## config.mk

```make
export PLATFORM = sky130hd
export DESIGN_NAME = ps2_command_tx_flat
export DESIGN_NICKNAME = d
export VERILOG_FILES = /design/src/rtl/ps2_command_tx_if.sv /design/src/rtl/ps2_command_tx.sv /design/src/flat_wrapper.sv
export SDC_FILE = /design/constraint.sdc
export NUM_CORES = 1
export LEC_CHECK = 0
export ABC_AREA = 1
export ABC_CLOCK_PERIOD_IN_PS = 2300
export BUFFER_PORTS_ARGS = -buffer_cell sky130_fd_sc_hd__buf_4
export CORE_MARGIN = 2
export CORE_UTILIZATION = 38
export DETAILED_ROUTE_END_ITERATION = 8
export PLACE_DENSITY = 0.54
export RECOVER_POWER = 25
export SLEW_MARGIN = 0
export SYNTH_ARGS = -nofsm -noshare
export SYNTH_HDL_FRONTEND = slang
export SYNTH_SLANG_ARGS = --single-unit
export TNS_END_PERCENT = 1
```

## constraint.sdc

```tcl
create_clock -name inclock -period 2.3 [get_ports inclock]
set_input_delay 0.345 -clock inclock [delete_from_list [all_inputs] [get_ports inclock]]
set_output_delay 0.345 -clock inclock [all_outputs]
set_load 0.05 [all_outputs]
```

## src/rtl/ps2_command_tx_if.sv

```systemverilog
// ps2_command_tx_if: bundles the command handshake and the PS/2 line signals
// of ps2_command_tx.
//   send_command / the_command        : command request and byte to send
//   busy                              : transfer in progress
//   command_was_sent / error_timeout /
//   error_no_ack                      : one-cycle completion/error pulses
//   ps2_clock_in / ps2_data_in        : raw PS/2 line levels (asynchronous)
//   ps2_clock_oe / ps2_data_oe        : 1 = pull the line low, 0 = release
// Modport slave is the transmitter side; master is the requester/line side.
interface ps2_command_tx_if;
  logic       send_command;
  logic [7:0] the_command;
  logic       ps2_clock_in;
  logic       ps2_data_in;
  logic       ps2_clock_oe;
  logic       ps2_data_oe;
  logic       busy;
  logic       command_was_sent;
  logic       error_timeout;
  logic       error_no_ack;

  modport slave (
    input  send_command, the_command, ps2_clock_in, ps2_data_in,
    output ps2_clock_oe, ps2_data_oe, busy, command_was_sent,
           error_timeout, error_no_ack
  );

  modport master (
    output send_command, the_command, ps2_clock_in, ps2_data_in,
    input  ps2_clock_oe, ps2_data_oe, busy, command_was_sent,
           error_timeout, error_no_ack
  );
endinterface

```

## src/rtl/ps2_command_tx.sv

```systemverilog
// ps2_command_tx: host-to-device PS/2 command transmitter.
// Inhibits the bus by holding clock low, issues the start bit, then shifts
// the command byte, odd parity and stop bit out on device falling edges and
// checks the device ACK. All outputs are registered.
// Ports:
//   inclock : system clock, rising-edge active
//   resetn  : asynchronous active-low reset
//   bus     : ps2_command_tx_if.slave (handshake, pulses, PS/2 lines)
// Parameters:
//   INHIBIT_CYCLES       : cycles the clock line is held low before start
//   START_TIMEOUT_CYCLES : limit from clock release to first device edge
//   XFER_TIMEOUT_CYCLES  : limit from first device edge to bus idle after ACK
module ps2_command_tx #(
  parameter int unsigned INHIBIT_CYCLES       = 5000,
  parameter int unsigned START_TIMEOUT_CYCLES = 750000,
  parameter int unsigned XFER_TIMEOUT_CYCLES  = 100000
) (
  input  logic             inclock,
  input  logic             resetn,
  ps2_command_tx_if.slave  bus
);

  typedef enum logic [2:0] {IDLE, INHIBIT, REQ_START, SEND, WAIT_IDLE} state_t;

  function automatic logic [31:0] sat_inc(input logic [31:0] v);
    return (v == '1) ? v : v + 32'd1;
  endfunction

  state_t      state_q, state_n;
  logic [31:0] cnt_q, cnt_n;
  logic [31:0] xfer_q, xfer_n;
  logic [3:0]  bit_q, bit_n;
  logic [9:0]  sr_q, sr_n;
  logic        clk_p0, clk_p1, clk_p2;
  logic        dat_p0, dat_p1;
  logic        clock_oe_q, clock_oe_n;
  logic        data_oe_q, data_oe_n;
  logic        busy_q, busy_n;
  logic        sent_q, sent_n;
  logic        to_q, to_n;
  logic        nack_q, nack_n;
  logic        fall;

  // p0 -> p1 synchronizes the lines; p2 holds the previous synchronized clock
  assign fall = clk_p2 & ~clk_p1;

  always_ff @(posedge inclock or negedge resetn) begin
    if (!resetn) begin
      clk_p0 <= 1'b1;
      clk_p1 <= 1'b1;
      clk_p2 <= 1'b1;
      dat_p0 <= 1'b1;
      dat_p1 <= 1'b1;
    end else begin
      clk_p0 <= bus.ps2_clock_in;
      clk_p1 <= clk_p0;
      clk_p2 <= clk_p1;
      dat_p0 <= bus.ps2_data_in;
      dat_p1 <= dat_p0;
    end
  end

  always_ff @(posedge inclock or negedge resetn) begin
    if (!resetn) begin
      state_q    <= IDLE;
      cnt_q      <= '0;
      xfer_q     <= '0;
      bit_q      <= '0;
      sr_q       <= '0;
      clock_oe_q <= 1'b0;
      data_oe_q  <= 1'b0;
      busy_q     <= 1'b0;
      sent_q     <= 1'b0;
      to_q       <= 1'b0;
      nack_q     <= 1'b0;
    end else begin
      state_q    <= state_n;
      cnt_q      <= cnt_n;
      xfer_q     <= xfer_n;
      bit_q      <= bit_n;
      sr_q       <= sr_n;
      clock_oe_q <= clock_oe_n;
      data_oe_q  <= data_oe_n;
      busy_q     <= busy_n;
      sent_q     <= sent_n;
      to_q       <= to_n;
      nack_q     <= nack_n;
    end
  end

  always_comb begin
    state_n    = state_q;
    cnt_n      = cnt_q;
    xfer_n     = xfer_q;
    bit_n      = bit_q;
    sr_n       = sr_q;
    clock_oe_n = clock_oe_q;
    data_oe_n  = data_oe_q;
    busy_n     = busy_q;
    sent_n     = 1'b0;
    to_n       = 1'b0;
    nack_n     = 1'b0;
    case (state_q)
      IDLE: begin
        clock_oe_n = 1'b0;
        data_oe_n  = 1'b0;
        busy_n     = 1'b0;
        if (bus.send_command) begin
          // frame shifted out LSB first: d0..d7, odd parity, stop
          sr_n       = {1'b1, ~^bus.the_command, bus.the_command};
          cnt_n      = '0;
          xfer_n     = '0;
          bit_n      = '0;
          clock_oe_n = 1'b1;
          busy_n     = 1'b1;
          state_n    = INHIBIT;
        end
      end
      INHIBIT: begin
        cnt_n = sat_inc(cnt_q);
        if (cnt_q >= INHIBIT_CYCLES - 1) begin
          clock_oe_n = 1'b0;
          data_oe_n  = 1'b1;
          cnt_n      = '0;
          state_n    = REQ_START;
        end
      end
      REQ_START: begin
        cnt_n = sat_inc(cnt_q);
        if (fall) begin
          data_oe_n = ~sr_q[0];
          sr_n      = {1'b0, sr_q[9:1]};
          bit_n     = 4'd1;
          xfer_n    = '0;
          state_n   = SEND;
        end else if (cnt_q >= START_TIMEOUT_CYCLES - 1) begin
          to_n       = 1'b1;
          clock_oe_n = 1'b0;
          data_oe_n  = 1'b0;
          busy_n     = 1'b0;
          state_n    = IDLE;
        end
      end
      SEND: begin
        xfer_n = sat_inc(xfer_q);
        if (xfer_q >= XFER_TIMEOUT_CYCLES - 1) begin
          to_n       = 1'b1;
          clock_oe_n = 1'b0;
          data_oe_n  = 1'b0;
          busy_n     = 1'b0;
          state_n    = IDLE;
        end else if (fall) begin
          if (bit_q == 4'd10) begin
            // eleventh edge: device ACK must hold data low
            if (dat_p1) begin
              nack_n     = 1'b1;
              clock_oe_n = 1'b0;
              data_oe_n  = 1'b0;
              busy_n     = 1'b0;
              state_n    = IDLE;
            end else begin
              state_n = WAIT_IDLE;
            end
          end else begin
            data_oe_n = ~sr_q[0];
            sr_n      = {1'b0, sr_q[9:1]};
            bit_n     = bit_q + 4'd1;
          end
        end
      end
      WAIT_IDLE: begin
        xfer_n = sat_inc(xfer_q);
        if (xfer_q >= XFER_TIMEOUT_CYCLES - 1) begin
          to_n       = 1'b1;
          clock_oe_n = 1'b0;
          data_oe_n  = 1'b0;
          busy_n     = 1'b0;
          state_n    = IDLE;
        end else if (clk_p1 && dat_p1) begin
          sent_n  = 1'b1;
          busy_n  = 1'b0;
          state_n = IDLE;
        end
      end
      default: begin
        clock_oe_n = 1'b0;
        data_oe_n  = 1'b0;
        busy_n     = 1'b0;
        state_n    = IDLE;
      end
    endcase
  end

  assign bus.ps2_clock_oe     = clock_oe_q;
  assign bus.ps2_data_oe      = data_oe_q;
  assign bus.busy             = busy_q;
  assign bus.command_was_sent = sent_q;
  assign bus.error_timeout    = to_q;
  assign bus.error_no_ack     = nack_q;

endmodule

```

## src/flat_wrapper.sv

```systemverilog
// flat-port wrapper written by rule: the top's interface ports become plain ports
module ps2_command_tx_flat 
#(
  parameter int unsigned INHIBIT_CYCLES       = 5000,
  parameter int unsigned START_TIMEOUT_CYCLES = 750000,
  parameter int unsigned XFER_TIMEOUT_CYCLES  = 100000
)
  (inclock, resetn, bus_send_command, bus_the_command, bus_ps2_clock_in, bus_ps2_data_in, bus_ps2_clock_oe, bus_ps2_data_oe, bus_busy, bus_command_was_sent, bus_error_timeout, bus_error_no_ack);
  ps2_command_tx_if bus_i ();
  input  logic inclock;
  input  logic resetn;
  input wire logic [$bits(bus_i.send_command)-1:0] bus_send_command;
  input wire logic [$bits(bus_i.the_command)-1:0] bus_the_command;
  input wire logic [$bits(bus_i.ps2_clock_in)-1:0] bus_ps2_clock_in;
  input wire logic [$bits(bus_i.ps2_data_in)-1:0] bus_ps2_data_in;
  output wire logic [$bits(bus_i.ps2_clock_oe)-1:0] bus_ps2_clock_oe;
  output wire logic [$bits(bus_i.ps2_data_oe)-1:0] bus_ps2_data_oe;
  output wire logic [$bits(bus_i.busy)-1:0] bus_busy;
  output wire logic [$bits(bus_i.command_was_sent)-1:0] bus_command_was_sent;
  output wire logic [$bits(bus_i.error_timeout)-1:0] bus_error_timeout;
  output wire logic [$bits(bus_i.error_no_ack)-1:0] bus_error_no_ack;
  assign bus_i.send_command = bus_send_command;
  assign bus_i.the_command = bus_the_command;
  assign bus_i.ps2_clock_in = bus_ps2_clock_in;
  assign bus_i.ps2_data_in = bus_ps2_data_in;
  assign bus_ps2_clock_oe = bus_i.ps2_clock_oe;
  assign bus_ps2_data_oe = bus_i.ps2_data_oe;
  assign bus_busy = bus_i.busy;
  assign bus_command_was_sent = bus_i.command_was_sent;
  assign bus_error_timeout = bus_i.error_timeout;
  assign bus_error_no_ack = bus_i.error_no_ack;
  ps2_command_tx #(.INHIBIT_CYCLES(INHIBIT_CYCLES), .START_TIMEOUT_CYCLES(START_TIMEOUT_CYCLES), .XFER_TIMEOUT_CYCLES(XFER_TIMEOUT_CYCLES)) u_core (.inclock(inclock), .resetn(resetn), .bus(bus_i));
endmodule
```

Yosys cells after proc, flatten, opt, wreduce, memory -nomap -nowiden
Index checks and enable logic that the tools add are counted.

Input bits: 13. Output and inout port bits: 6. RAM bits: 0. Bits in latches: 0. ROM bits: 0. Logic and storage cells: 124. Register bits after elaboration: 92. Memories: 0.

Order comparisons: 3. Add/sub/neg operators: 3. Reductions and logical operators: 14. Eq/ne operators: 23. Divide/modulo/power cells: 0. Bitwise operators: 4. Shift operators: 0. Muxes and demuxes: 61. Multiply operators: 0.

Operator list (number): one-hot mux 32 bit (3 select lines) (2); two-way mux 32 bit (5); adder 32 x 1 -> 32 bit (second input constant) (2); == test 32 bit (second input constant) (2); two-way mux 10 bit (5); >= comparator 32 x 13 -> 1 bit (second input constant) (1); >= comparator 32 x 17 -> 1 bit (second input constant) (1); >= comparator 32 x 20 -> 1 bit (second input constant) (1); two-way mux 3 bit (10); one-hot mux 10 bit (3 select lines) (1); two-way mux 1 bit (27); two-way mux 4 bit (5); inequality test 3 x 1 -> 1 bit (second input constant) (5); one-hot mux 3 bit (5 select lines) (1); AND reduction 7 bit (2); one-hot mux 4 bit (3 select lines) (1); AND reduction 6 bit (2); inequality test 2 x 1 -> 1 bit (second input constant) (5); inequality test 2 bit (second input constant) (5); one-hot mux 1 bit (5 select lines) (2); nonzero test 3 bit (3); XNOR reduction 8 bit (1); == test 3 x 2 -> 1 bit (second input constant) (2); AND reduction 5 bit (1); other kinds (14) (16).

Logic depth before layout (Yosys ltp)
Gate-level depths: netlist of run 1.

Depth after elaboration: 5. Depth in mapped cells: 14. Mapped depth without buffers: 14.

Least setup slack after synthesis of run 1
Ideal clock, no wire load.

Path type: register -> register. Start point: register u_core.cnt_q[0]. End point: register u_core.data_oe_q, in the netlist u_core.bus.ps2_data_oe. Setup slack: 0.490 ns. Period minus slack after synthesis: 1.810 ns. Data required time: 2.181 ns. Cell stages (with the launch flop): 11. Buffers on the path: 0. Setup time: 0.119 ns. Arrival time: 1.691 ns. Cells stage by stage: dfrtp_1 ha_1 nand2_1 inv_1 nor2_1 a31oi_1 nand3_1 nor3b_1 nand2_1 nand3_1 nand2_1.

Cells in the longest elaborated chain, start to end: 3. Elaborated cells between the ends (all ways): 5. Those cells by class: order compare: 2; eq/ne: 2; reduce/logical: 1.

Ends and longest elaborated chain: start: declaration (line ps2_command_tx.sv:30) `logic [31:0] cnt_q, cnt_n;`; start signal: assignment (line ps2_command_tx.sv:78) `cnt_q <= cnt_n;`; >= comparator 32 x 20 -> 1 bit / >= comparator 32 x 13 -> 1 bit (equally long branches) (line ps2_command_tx.sv:136, ps2_command_tx.sv:121); inequality test 3 x 1 -> 1 bit (no source line) / inequality test 2 x 1 -> 1 bit (equally long branches); AND reduction 5 bit (no source line) (*); end signal: assignment (line ps2_command_tx.sv:83) `data_oe_q <= data_oe_n;`; end: declaration (line ps2_command_tx.sv:37) `logic data_oe_q, data_oe_n;`.

Every way passes the cells marked *; elsewhere a longest branch is shown, timed or not. A chain may end at the register's enable or synchronous reset.

Worst setup path in the final report of run 1
Start point: register u_core.cnt_q[0]. End point: register u_core.cnt_q[0].

Cells in the longest elaborated chain, start to end: 4. Elaborated cells between the ends (all ways): 6. Those cells by class: add/sub: 1; order compare: 1; eq/ne: 1; mux: 3.

Ends and longest elaborated chain: adder 32 x 1 -> 32 bit / == test 32 bit (equally long branches) (line ps2_command_tx.sv:26) `return (v == '1) ? v : v + 32'd1;`; two-way mux 32 bit (line ps2_command_tx.sv:26); two-way mux 32 bit (line ps2_command_tx.sv:121) `if (cnt_q >= INHIBIT_CYCLES - 1) begin`; one-hot mux 32 bit (3 select lines) (*) (line ps2_command_tx.sv:103) `case (state_q)`.

Marked as above.

==> impl_metrics.prom, run 1 <==
# TYPE chip_impl_metric gauge
chip_impl_info{name="outcome",value="complete, no violations"} 1
chip_impl_metric{name="ioPinCount",unit=""} 19
chip_impl_metric{name="clock_skew",unit="ns"} 0.0137
chip_impl_metric{name="gp_routability_congestion",unit=""} 0.889
chip_impl_metric{name="clk_transition_reported_paths",unit="ns"} 0.08
chip_impl_metric{name="iter_0_drt_violations",unit=""} 431
chip_impl_info{name="regToRegStartpoint",value="u_core.cnt_q[0]"} 1
chip_impl_metric{name="insertion_delay",unit="ns"} 0.35
chip_impl_info{name="crit_path_end_kind",value="register"} 1
chip_impl_metric{name="worst_r2r_path_cells",unit=""} 12
chip_impl_metric{name="slew_headroom",unit="%"} 45.1
chip_impl_metric{name="hold-worst-slack",unit="ns"} 0.0985
chip_impl_info{name="worstSetupStartpointType",value="register"} 1
chip_impl_metric{name="dp_cells",unit=""} 1089
chip_impl_metric{name="slowest_delay",unit="ns"} 0.43
chip_impl_info{name="hold_end",value="u_core.dat_p0"} 1
chip_impl_metric{name="first_global_vias",unit=""} 5425
chip_impl_metric{name="post_synth_edffs",unit=""} 0
chip_impl_metric{name="slew_viol_final",unit=""} 0
chip_impl_metric{name="worst_hold_path.num_cells",unit=""} 1
chip_impl_info{name="min-delay-start",value="bus_ps2_data_in"} 1
chip_impl_metric{name="grt_pass1_wl",unit="um"} 27200
chip_impl_metric{name="reg2reg_setup_slack",unit="ns"} 0.18
chip_impl_metric{name="placementRows",unit=""} 45
chip_impl_metric{name="p_leak",unit="uW"} 0.00308
chip_impl_metric{name="synth-seq-area-share",unit="%"} 38.6
chip_impl_metric{name="grt_max_degree",unit=""} 35
chip_impl_metric{name="power.density_cell_area",unit="mW/mm^2"} 910
chip_impl_metric{name="numCtsBuffers",unit=""} 9
chip_impl_metric{name="power_frac_comb",unit="%"} 41.2
chip_impl_metric{name="cp_data_required_time",unit="ns"} 2.58
chip_impl_metric{name="syn_to_final_growth",unit="%"} 14.3
chip_impl_metric{name="period_needed",unit="ns"} 2.12
chip_impl_info{name="setup_repair_after_global_routing_missed_its_margin",value="yes"} 1
chip_impl_metric{name="core_area",unit="mm^2"} 0.0153
chip_impl_metric{name="avgRoutedWirePerCell",unit="um"} 14.6
chip_impl_metric{name="post_synth_arst_share",unit="%"} 100
chip_impl_metric{name="worst_ep_arrival",unit="ns"} 2.40
chip_impl_metric{name="post_layout_nonfiller_instances",unit=""} 1108
chip_impl_metric{name="effective_utilization_at_floorplan",unit="%"} 39.1
chip_impl_info{name="cp-startpoint",value="u_core.cnt_q[0]"} 1
chip_impl_metric{name="syn_nets",unit=""} 867
chip_impl_metric{name="die_height",unit="um"} 129
chip_impl_metric{name="drt.antenna.violating_nets",unit=""} 0
chip_impl_metric{name="postSynthAreaPerCell",unit="um^2"} 7.04
chip_impl_metric{name="cts.htree.levels",unit=""} 3
chip_impl_metric{name="synth-seq-cells",unit=""} 92
chip_impl_metric{name="design.die.area",unit="mm^2"} 0.0168
chip_impl_metric{name="route.detailed.vias_per_inst",unit=""} 5.04
chip_impl_metric{name="number_of_antenna_violations_at_the_first_check_in_global_routing",unit=""} 0
chip_impl_metric{name="drt-pass1-iter-count",unit=""} 4
chip_impl_metric{name="synth-warning-count",unit=""} 0
chip_impl_metric{name="post_route_cells_drive_above_1_share",unit="%"} 11.1
chip_impl_metric{name="groute.usage.overall",unit="%"} 20.4
chip_impl_metric{name="met2_resource_use_gr",unit="%"} 31.9
chip_impl_metric{name="irDropWorstVdd",unit="V"} 0.000460
chip_impl_info{name="cells_along_the_critical_path",value="ha_1 > nand2_2 > nand3_1 > o21ai_0 > nand2_1 > nand2_1 > nand2_1 > nand2_2 > nor2_2 > inv_2 > nand2_1 > a21oi_1"} 1
chip_impl_metric{name="timing.final.hold_violations",unit=""} 0
chip_impl_metric{name="grtUsageMet1",unit="%"} 29.3
chip_impl_metric{name="global_route_congestion_overflow_total",unit=""} 0
chip_impl_metric{name="report.final.setup_viol",unit=""} 0
chip_impl_metric{name="fmax",unit="MHz"} 471
chip_impl_metric{name="die_x",unit="um"} 129
chip_impl_metric{name="synth.cell_area",unit="mm^2"} 0.00598
chip_impl_metric{name="critical_path.max_fanout",unit=""} 5
chip_impl_metric{name="totalWireLength",unit="um"} 16200
chip_impl_metric{name="clockBufferDepth",unit=""} 2
chip_impl_metric{name="drt_drc_violations_left",unit=""} 0
chip_impl_metric{name="intPower",unit="uW"} 3600
chip_impl_metric{name="final_min_period_over_clock_period",unit="%"} 92.2
chip_impl_info{name="path_class",value="register to register"} 1
chip_impl_info{name="worst_path_most_repeated_cell",value="sky130_fd_sc_hd__nand2_1"} 1
chip_impl_metric{name="tightest_slew",unit="ns"} 0.824
chip_impl_info{name="tritoncts",value="built"} 1
chip_impl_metric{name="i_o_buffers",unit=""} 18
chip_impl_metric{name="max_cap_violations",unit=""} 0
chip_impl_info{name="timing.hold.worst.class",value="primary input to register"} 1
chip_impl_metric{name="power.net_switching",unit="uW"} 2630
chip_impl_metric{name="synthCells",unit=""} 850
chip_impl_metric{name="place_hpwl",unit="um"} 12400
chip_impl_info{name="cp_slowest_cell",value="sky130_fd_sc_hd__dfrtp_1"} 1
chip_impl_metric{name="post-route-util",unit="%"} 44.7
chip_impl_metric{name="cts_sinks",unit=""} 92
chip_impl_info{name="grt-busiest-layer",value="met2"} 1
chip_impl_metric{name="grt_use_met3",unit="%"} 2.64
chip_impl_metric{name="seq_power_share",unit="%"} 31.8
chip_impl_metric{name="power_frac_clock",unit="%"} 27.0
chip_impl_metric{name="detailed_route_via_count",unit=""} 5582
chip_impl_info{name="timing.rr.end",value="u_core.cnt_q[0]"} 1
chip_impl_info{name="clock-root-buffer",value="sky130_fd_sc_hd__clkbuf_16"} 1
chip_impl_metric{name="switching_share",unit="%"} 42.3
chip_impl_metric{name="fin_nets",unit=""} 909
chip_impl_metric{name="yosysUniqueCellTypes",unit=""} 43
chip_impl_metric{name="antenna-diode-count",unit=""} 0
chip_impl_info{name="postSynth.topFlopCell",value="sky130_fd_sc_hd__dfrtp_1"} 1
registers in the layout, summed over array words and instances (netlist names), 3 cells and up:
| name | count |
|---|---|
| u_core.bit_q | 4 |
| u_core.state_q | 3 |
| u_core.xfer_q | 32 |
| u_core.sr_q | 10 |
| u_core.cnt_q | 32 |
Yosys cell counts, types with 2 or more instances:
cell type / count / share of area [%]
sky130_fd_sc_hd__nand4_1: 29 / 3.0
sky130_fd_sc_hd__nand2_2: 4 / 0.42
sky130_fd_sc_hd__o22ai_2: 3 / 0.63
sky130_fd_sc_hd__nand2_1: 210 / 13
sky130_fd_sc_hd__nand3b_1: 6 / 0.75
sky130_fd_sc_hd__dfrtp_1: 87 / 36
sky130_fd_sc_hd__inv_2: 9 / 0.56
sky130_fd_sc_hd__buf_6: 3 / 0.56
sky130_fd_sc_hd__nor2_2: 4 / 0.42
sky130_fd_sc_hd__nand2_4: 2 / 0.38
sky130_fd_sc_hd__and3_1: 2 / 0.21
sky130_fd_sc_hd__o211ai_1: 3 / 0.38
sky130_fd_sc_hd__or2_2: 3 / 0.31
sky130_fd_sc_hd__nor4_1: 4 / 0.42
sky130_fd_sc_hd__nand3_1: 60 / 5.0
sky130_fd_sc_hd__clkbuf_1: 5 / 0.31
sky130_fd_sc_hd__o21ai_0: 47 / 3.9
sky130_fd_sc_hd__o22ai_1: 8 / 0.84
sky130_fd_sc_hd__dfstp_2: 5 / 2.2
sky130_fd_sc_hd__nor3_1: 48 / 4.0
sky130_fd_sc_hd__nor2_1: 99 / 6.2
sky130_fd_sc_hd__o21ai_1: 20 / 1.7
sky130_fd_sc_hd__ha_1: 4 / 0.84
sky130_fd_sc_hd__xor2_1: 30 / 4.4
sky130_fd_sc_hd__xnor2_1: 9 / 1.3
sky130_fd_sc_hd__buf_4: 3 / 0.38
sky130_fd_sc_hd__a21oi_1: 16 / 1.3
sky130_fd_sc_hd__nor3_2: 3 / 0.50
sky130_fd_sc_hd__nand3_2: 2 / 0.33
sky130_fd_sc_hd__and2_1: 3 / 0.31
sky130_fd_sc_hd__inv_1: 104 / 6.5
sky130_fd_sc_hd__o31ai_1: 4 / 0.50
cell usage in the layout, fill, tap and decap left out, drive strengths merged, types with 5 or more instances in the layout:
cell    Yosys  final
nand2     216    216
o21ai      67     67
dfrtp      87     87
nand3b      6      6
a21oi      17     17
xor2       30     30
buf         6     37
clkbuf      5     13
o22ai      11     11
nand4      29     29
dfstp       5      5
nor2      104    104
nand3      62     62
nor3       52     52
inv       113    115
xnor2       9      9
per-layer routing:
layer / vias to the layer above / share of wire (%)
met1: 2557 / 50
met3: 20 / 3.5
met2: 131 / 45
li1: 2874 / -
met5: - / 0
met4: 0 / 1.7
what timing repair did:
item                       CTS  global route
hold buffers                 1             0
resized for setup            0             6
setup buffers                0             1
setup endpoints to repair    0            25
hold endpoints to repair    29             0
cell type report:
cell class,instances,area [um^2]
clock buffer,10,239
fill,1603,8470
multi-input combinational,633,3200
tap,211,264
timing repair buffer,41,305
clock inverter,6,93.8
sequential,92,2310
timing repair inverter,1,5.00
inverter,114,428
how the worst max path moves through the flow:
stage	depth (start not counted)	endpoint	slack [ns]
4_1_cts	12	u_core.cnt_q[6]	0.09
3_3_place_gp	12	u_core.cnt_q[6]	0.10
5_1_grt	12	u_core.cnt_q[21]	-0.02
2_1_floorplan	10	u_core.bus.ps2_data_oe	0.49
3_5_place_dp	12	u_core.cnt_q[6]	0.1
6_report	12	u_core.cnt_q[0]	0.18
power by group through the flow:
| stage | registers, uW | logic (uW) | clock network [uW] |
|---|---|---|---|
| floorplan | 2080 | 1750 | 0 |
| global placement | 2010 | 2540 | 0 |
| detailed placement | 2010 | 2540 | 0 |
| CTS | 1980 | 2550 | 1720 |
| global route | 2010 | 2920 | 1780 |
| finish | 1980 | 2570 | 1680 |
logic make-up after synthesis:
group | after synthesis | share of synthesized area, %
and+or+nand+nor | 483 | 36.3
DFF | 92 | 38.6
adders and majority gates | 4 | 0.836
xor gates and xnor gates | 39 | 5.71
AOI/OAI and AO/OA | 107 | 10.2
buffers and inverters | 125 | 8.40
worst max-delay path: cells and delay by family (launching register included):
family / cells / cell delay [ns]
fa+ha+maj: 1 / 0.26
simple gates: 8 / 0.88
flops: 1 / 0.43
compound gates: 2 / 0.33
buf+inv: 1 / 0.14
metrics by stage:
| step | TNS, ns | area (um^2) | power [uW] | setup WS (ns) |
|---|---|---|---|---|
| 2_1_floorplan | 0 | 5980 | 3830 | 0.490 |
| 3_3_place_gp | 0 | 6480 | 4550 | 0.103 |
| 3_5_place_dp | 0 | 6480 | 4550 | 0.0978 |
| 4_1_cts | 0 | 6820 | 6250 | 0.0948 |
| 5_1_grt | -0.0524 | 6840 | 6710 | -0.0188 |
| 6_report | 0 | 6840 | 6230 | 0.178 |
Power figures use the tool's default switching activity.
==> run 2, diff against run 1 <==
--- a/config.mk
+++ b/config.mk
@@ -5,13 +5,13 @@
 export SDC_FILE = /design/constraint.sdc
 export NUM_CORES = 1
 export LEC_CHECK = 0
-export ABC_AREA = 1
+export ABC_AREA = 0
 export ABC_CLOCK_PERIOD_IN_PS = 2300
 export BUFFER_PORTS_ARGS = -buffer_cell sky130_fd_sc_hd__buf_4
 export CORE_MARGIN = 2
-export CORE_UTILIZATION = 38
+export CORE_UTILIZATION = 40
 export DETAILED_ROUTE_END_ITERATION = 8
-export PLACE_DENSITY = 0.54
+export PLACE_DENSITY = 0.57
 export RECOVER_POWER = 25
 export SLEW_MARGIN = 0
 export SYNTH_ARGS = -nofsm -noshare
==> run 2 against run 1 <==
Net effect: die area fell by 14%; register-to-register slack lost 0.08 ns; clock power about the same; largest power group unchanged; synthesized area down 10%; flip-flop and latch count did not move; critical path depth fell by 4; sequential power up 4%; sequential share of layout area rose by 2.5 points; core utilization rose by 3.6 points; first-iteration DRC count shrank 38%; combinational power increased by 4%; hold slack gained 0.0034 ns.
==> impl_metrics.prom, run 2 <==
# TYPE chip_impl_metric gauge
chip_impl_metric{name="first_global_vias",unit=""} 4380
chip_impl_metric{name="cp_data_required_time",unit="ns"} 2.57
chip_impl_metric{name="cts_sinks",unit=""} 92
chip_impl_metric{name="numCtsBuffers",unit=""} 9
chip_impl_metric{name="drt_drc_violations_left",unit=""} 0
chip_impl_metric{name="post-route-cell-area",unit="mm^2"} 0.00636
chip_impl_info{name="top_library_cells_by_usage_in_the_layout_fill_and_taps_aside",value="sky130_fd_sc_hd__dfrtp_1 (86), sky130_fd_sc_hd__buf_4 (68), sky130_fd_sc_hd__nand2_1 (63)"} 1
chip_impl_metric{name="clockBufferDepth",unit=""} 2
chip_impl_metric{name="period_needed",unit="ns"} 2.20
chip_impl_info{name="synth_top_family_by_area",value="simple AND/OR/NAND/NOR gates"} 1
chip_impl_info{name="worstSetupStartpointType",value="register"} 1
chip_impl_metric{name="irDropWorstVdd",unit="V"} 0.000646
chip_impl_info{name="final_common_cell",value="sky130_fd_sc_hd__dfrtp_1"} 1
chip_impl_metric{name="synth-seq-area-share",unit="%"} 42.9
chip_impl_info{name="synth_top_cell_by_area",value="sky130_fd_sc_hd__dfrtp_1"} 1
chip_impl_metric{name="gp_routability_congestion",unit=""} 0.924
chip_impl_metric{name="p_leak",unit="uW"} 0.00265
chip_impl_metric{name="die_x",unit="um"} 120
chip_impl_metric{name="final_min_period_over_clock_period",unit="%"} 95.8
chip_impl_metric{name="slew_viol_final",unit=""} 0
chip_impl_metric{name="i_o_buffers",unit=""} 18
chip_impl_metric{name="global_route_congestion_overflow_total",unit=""} 0
chip_impl_metric{name="post_synth_mux_area_share",unit="%"} 2.28
chip_impl_metric{name="design.die.area",unit="mm^2"} 0.0144
chip_impl_metric{name="netlist.area_leader.share",unit="%"} 40.5
chip_impl_metric{name="post_route_cells_drive_above_1_share",unit="%"} 20.9
chip_impl_info{name="synth_most_common_cell",value="sky130_fd_sc_hd__dfrtp_1"} 1
chip_impl_metric{name="syn_to_final_growth",unit="%"} 18.4
chip_impl_metric{name="power.density_cell_area",unit="mW/mm^2"} 1000
chip_impl_metric{name="effective_utilization_at_floorplan",unit="%"} 40.8
chip_impl_info{name="postSynth.topFlopCell",value="sky130_fd_sc_hd__dfrtp_1"} 1
chip_impl_metric{name="worst_ep_arrival",unit="ns"} 2.48
chip_impl_metric{name="report.final.setup_viol",unit=""} 0
chip_impl_metric{name="detailed_route_via_count",unit=""} 4616
chip_impl_info{name="timing.hold.worst.class",value="primary input to register"} 1
chip_impl_metric{name="instance_area_at_placement",unit="mm^2"} 0.00599
chip_impl_metric{name="worst_slack",unit="ns"} 0.0969
chip_impl_metric{name="synth_xor_area_share",unit="%"} 7.58
chip_impl_info{name="path_class",value="register to register"} 1
chip_impl_metric{name="placementRows",unit=""} 42
chip_impl_info{name="synth_commonest_cells",value="sky130_fd_sc_hd__dfrtp_1 (87), sky130_fd_sc_hd__nand2_1 (63), sky130_fd_sc_hd__nor2_1 (60)"} 1
chip_impl_metric{name="synth.cell_area",unit="mm^2"} 0.00538
chip_impl_info{name="crit_path_end_kind",value="register"} 1
chip_impl_metric{name="groute.usage.overall",unit="%"} 19.3
chip_impl_info{name="synthTopCellsByArea",value="sky130_fd_sc_hd__dfrtp_1 (40%), sky130_fd_sc_hd__xnor2_1 (5.9%), sky130_fd_sc_hd__nand2_1 (4.4%)"} 1
chip_impl_metric{name="fmax",unit="MHz"} 454
chip_impl_metric{name="setup_tns",unit="ns"} 0
chip_impl_metric{name="grt_max_degree",unit=""} 41
chip_impl_metric{name="fin_nets",unit=""} 659
chip_impl_metric{name="drt-pass1-iter-count",unit=""} 5
chip_impl_metric{name="place_hpwl",unit="um"} 9440
chip_impl_metric{name="post_layout_nonfiller_instances",unit=""} 823
chip_impl_metric{name="clock_skew",unit="ns"} 0.00530
chip_impl_metric{name="slew_headroom",unit="%"} 35.5
chip_impl_metric{name="core_area",unit="mm^2"} 0.0132
chip_impl_metric{name="cts.htree.levels",unit=""} 3
chip_impl_metric{name="avgRoutedWirePerCell",unit="um"} 16.0
chip_impl_metric{name="die_height",unit="um"} 120
chip_impl_metric{name="dp_cells",unit=""} 805
chip_impl_metric{name="ioPinCount",unit=""} 19
chip_impl_metric{name="synth-seq-cells",unit=""} 92
chip_impl_metric{name="number_of_antenna_violations_at_the_first_check_in_global_routing",unit=""} 0
chip_impl_metric{name="synthCells",unit=""} 587
chip_impl_info{name="biggestRegsByFlops",value="u_core.cnt_q (32), u_core.xfer_q (32), u_core.sr_q (10)"} 1
chip_impl_metric{name="drt.antenna.violating_nets",unit=""} 0
chip_impl_metric{name="buffering_stage_count_on_the_worst_path_with_inverters_included",unit=""} 2
chip_impl_metric{name="placement.setup.worst_slack",unit="ns"} -0.0457
chip_impl_info{name="cells_along_the_critical_path",value="nor4_1 > nand3_1 > buf_4 > o41ai_4 > buf_4 > and2_4 > a31oi_1 > a31oi_1"} 1
chip_impl_info{name="tritoncts",value="built"} 1
chip_impl_info{name="setup_repair_after_global_routing_missed_its_margin",value="yes"} 1
chip_impl_metric{name="critical_path.max_fanout",unit=""} 8
chip_impl_metric{name="timing.final.hold_violations",unit=""} 0
chip_impl_metric{name="synth-warning-count",unit=""} 0
chip_impl_metric{name="route.detailed.vias_per_inst",unit=""} 5.61
chip_impl_metric{name="syn_nets",unit=""} 604
chip_impl_info{name="clock-root-buffer",value="sky130_fd_sc_hd__clkbuf_16"} 1
chip_impl_metric{name="synth_simple_gate_area_share",unit="%"} 28.9
chip_impl_metric{name="reg2reg_setup_slack",unit="ns"} 0.1
chip_impl_info{name="cp_slowest_cell",value="sky130_fd_sc_hd__dfrtp_1"} 1
chip_impl_info{name="largest_delay_contributor_family_on_the_critical_path",value="simple AND/OR/NAND/NOR gates"} 1
chip_impl_info{name="outcome",value="complete, no violations"} 1
chip_impl_metric{name="yosysUniqueCellTypes",unit=""} 69
chip_impl_metric{name="synth_compound_area_share",unit="%"} 13.8
chip_impl_metric{name="slowest_delay",unit="ns"} 0.43
chip_impl_metric{name="synth_adder_area_share",unit="%"} 0.931
chip_impl_metric{name="iter_0_drt_violations",unit=""} 268
chip_impl_metric{name="post_synth_arst_share",unit="%"} 100
chip_impl_metric{name="clk_transition_reported_paths",unit="ns"} 0.07
chip_impl_metric{name="tightest_slew",unit="ns"} 0.968
chip_impl_metric{name="insertion_delay",unit="ns"} 0.35
chip_impl_metric{name="postSynthAreaPerCell",unit="um^2"} 9.16
chip_impl_metric{name="antenna-diode-count",unit=""} 0
chip_impl_metric{name="grt_pass1_wl",unit="um"} 22200
chip_impl_metric{name="totalWireLength",unit="um"} 13200
chip_impl_metric{name="post_synth_edffs",unit=""} 0
chip_impl_metric{name="max_cap_violations",unit=""} 0
==> run 2: cell count changes after synthesis, moves of 29 or more <==
| cell | change |
|---|---|
| sky130_fd_sc_hd__inv_1 | -96 |
| sky130_fd_sc_hd__nand2_1 | -147 |
| sky130_fd_sc_hd__nand3_1 | -38 |
| sky130_fd_sc_hd__nor2_1 | -39 |
| sky130_fd_sc_hd__nor3_1 | -29 |
| sky130_fd_sc_hd__nor4_1 | +29 |
==> run 2: final timing paths <==
path                             startpoint               end  depth (start not counted)
max                        u_core.cnt_q[25]   u_core.cnt_q[5]                          8
min in group asynchronous            resetn  u_core.xfer_q[2]                          2
min reg2reg                   u_core.dat_p0     u_core.dat_p1                          0
min                        bus_ps2_clock_in     u_core.clk_p0                          1
max reg2reg                u_core.cnt_q[25]   u_core.cnt_q[5]                          8
max in group asynchronous            resetn   u_core.bus.busy                          3
==> run 2: per-stage QoR <==
step	hold WS [ns]	power (uW)	util, %
final	0.102	6370	48.3
after global routing	0.0879	6780	48.3
after CTS	0.0893	6360	48.1
after detailed placement	0.348	4690	45.4
after global placement	0.346	4630	45.4
after floorplan	0.0494	3760	-
==> run 2: what timing repair did <==
item	in CTS	in global routing
hold endpoints to repair	32	0
resized for setup	1	9
hold buffers	1	0
setup endpoints to repair	1	29
gates cloned	0	0
setup buffers	0	1
pin swaps	0	3
==> run 2: cell families (layout without fill, tap and decap cells) <==
| family | after synthesis | after routing |
|---|---|---|
| AO/OA/AOI/OAI | 112 | 112 |
| XOR/XNOR | 44 | 44 |
| adder cells (fa/ha/maj) | 4 | 4 |
| flip-flops | 92 | 92 |
| buffers and inverters | 37 | 97 |
| AND/OR/NAND/NOR | 286 | 286 |
| multiplexers | 12 | 12 |
==> run 2: routing by layer <==
layer  vias to the layer above  part of all wire (%)  track usage (%)
li1                       2256                     -                -
met1                      2258                    50             27.8
met2                        85                    46             29.3
met3                        17                   2.9             2.95
met4                         0                   2.0             7.28
met5                         -                     0                0
==> run 2: layout make-up <==
class,instances,area (um^2)
multi-input combinational,458,2920
fill,1278,6830
tap,176,220
inverter,8,30.0
clock inverter,5,83.8
timing repair buffer,73,548
sequential,92,2310
clock buffer,11,253
==> run 2: report_power, final <==
part           switching (uW)  total, uW  internal [uW]
Combinational            1610       2660           1050
Clock                     644       1660           1010
Sequential                206       2060           1850
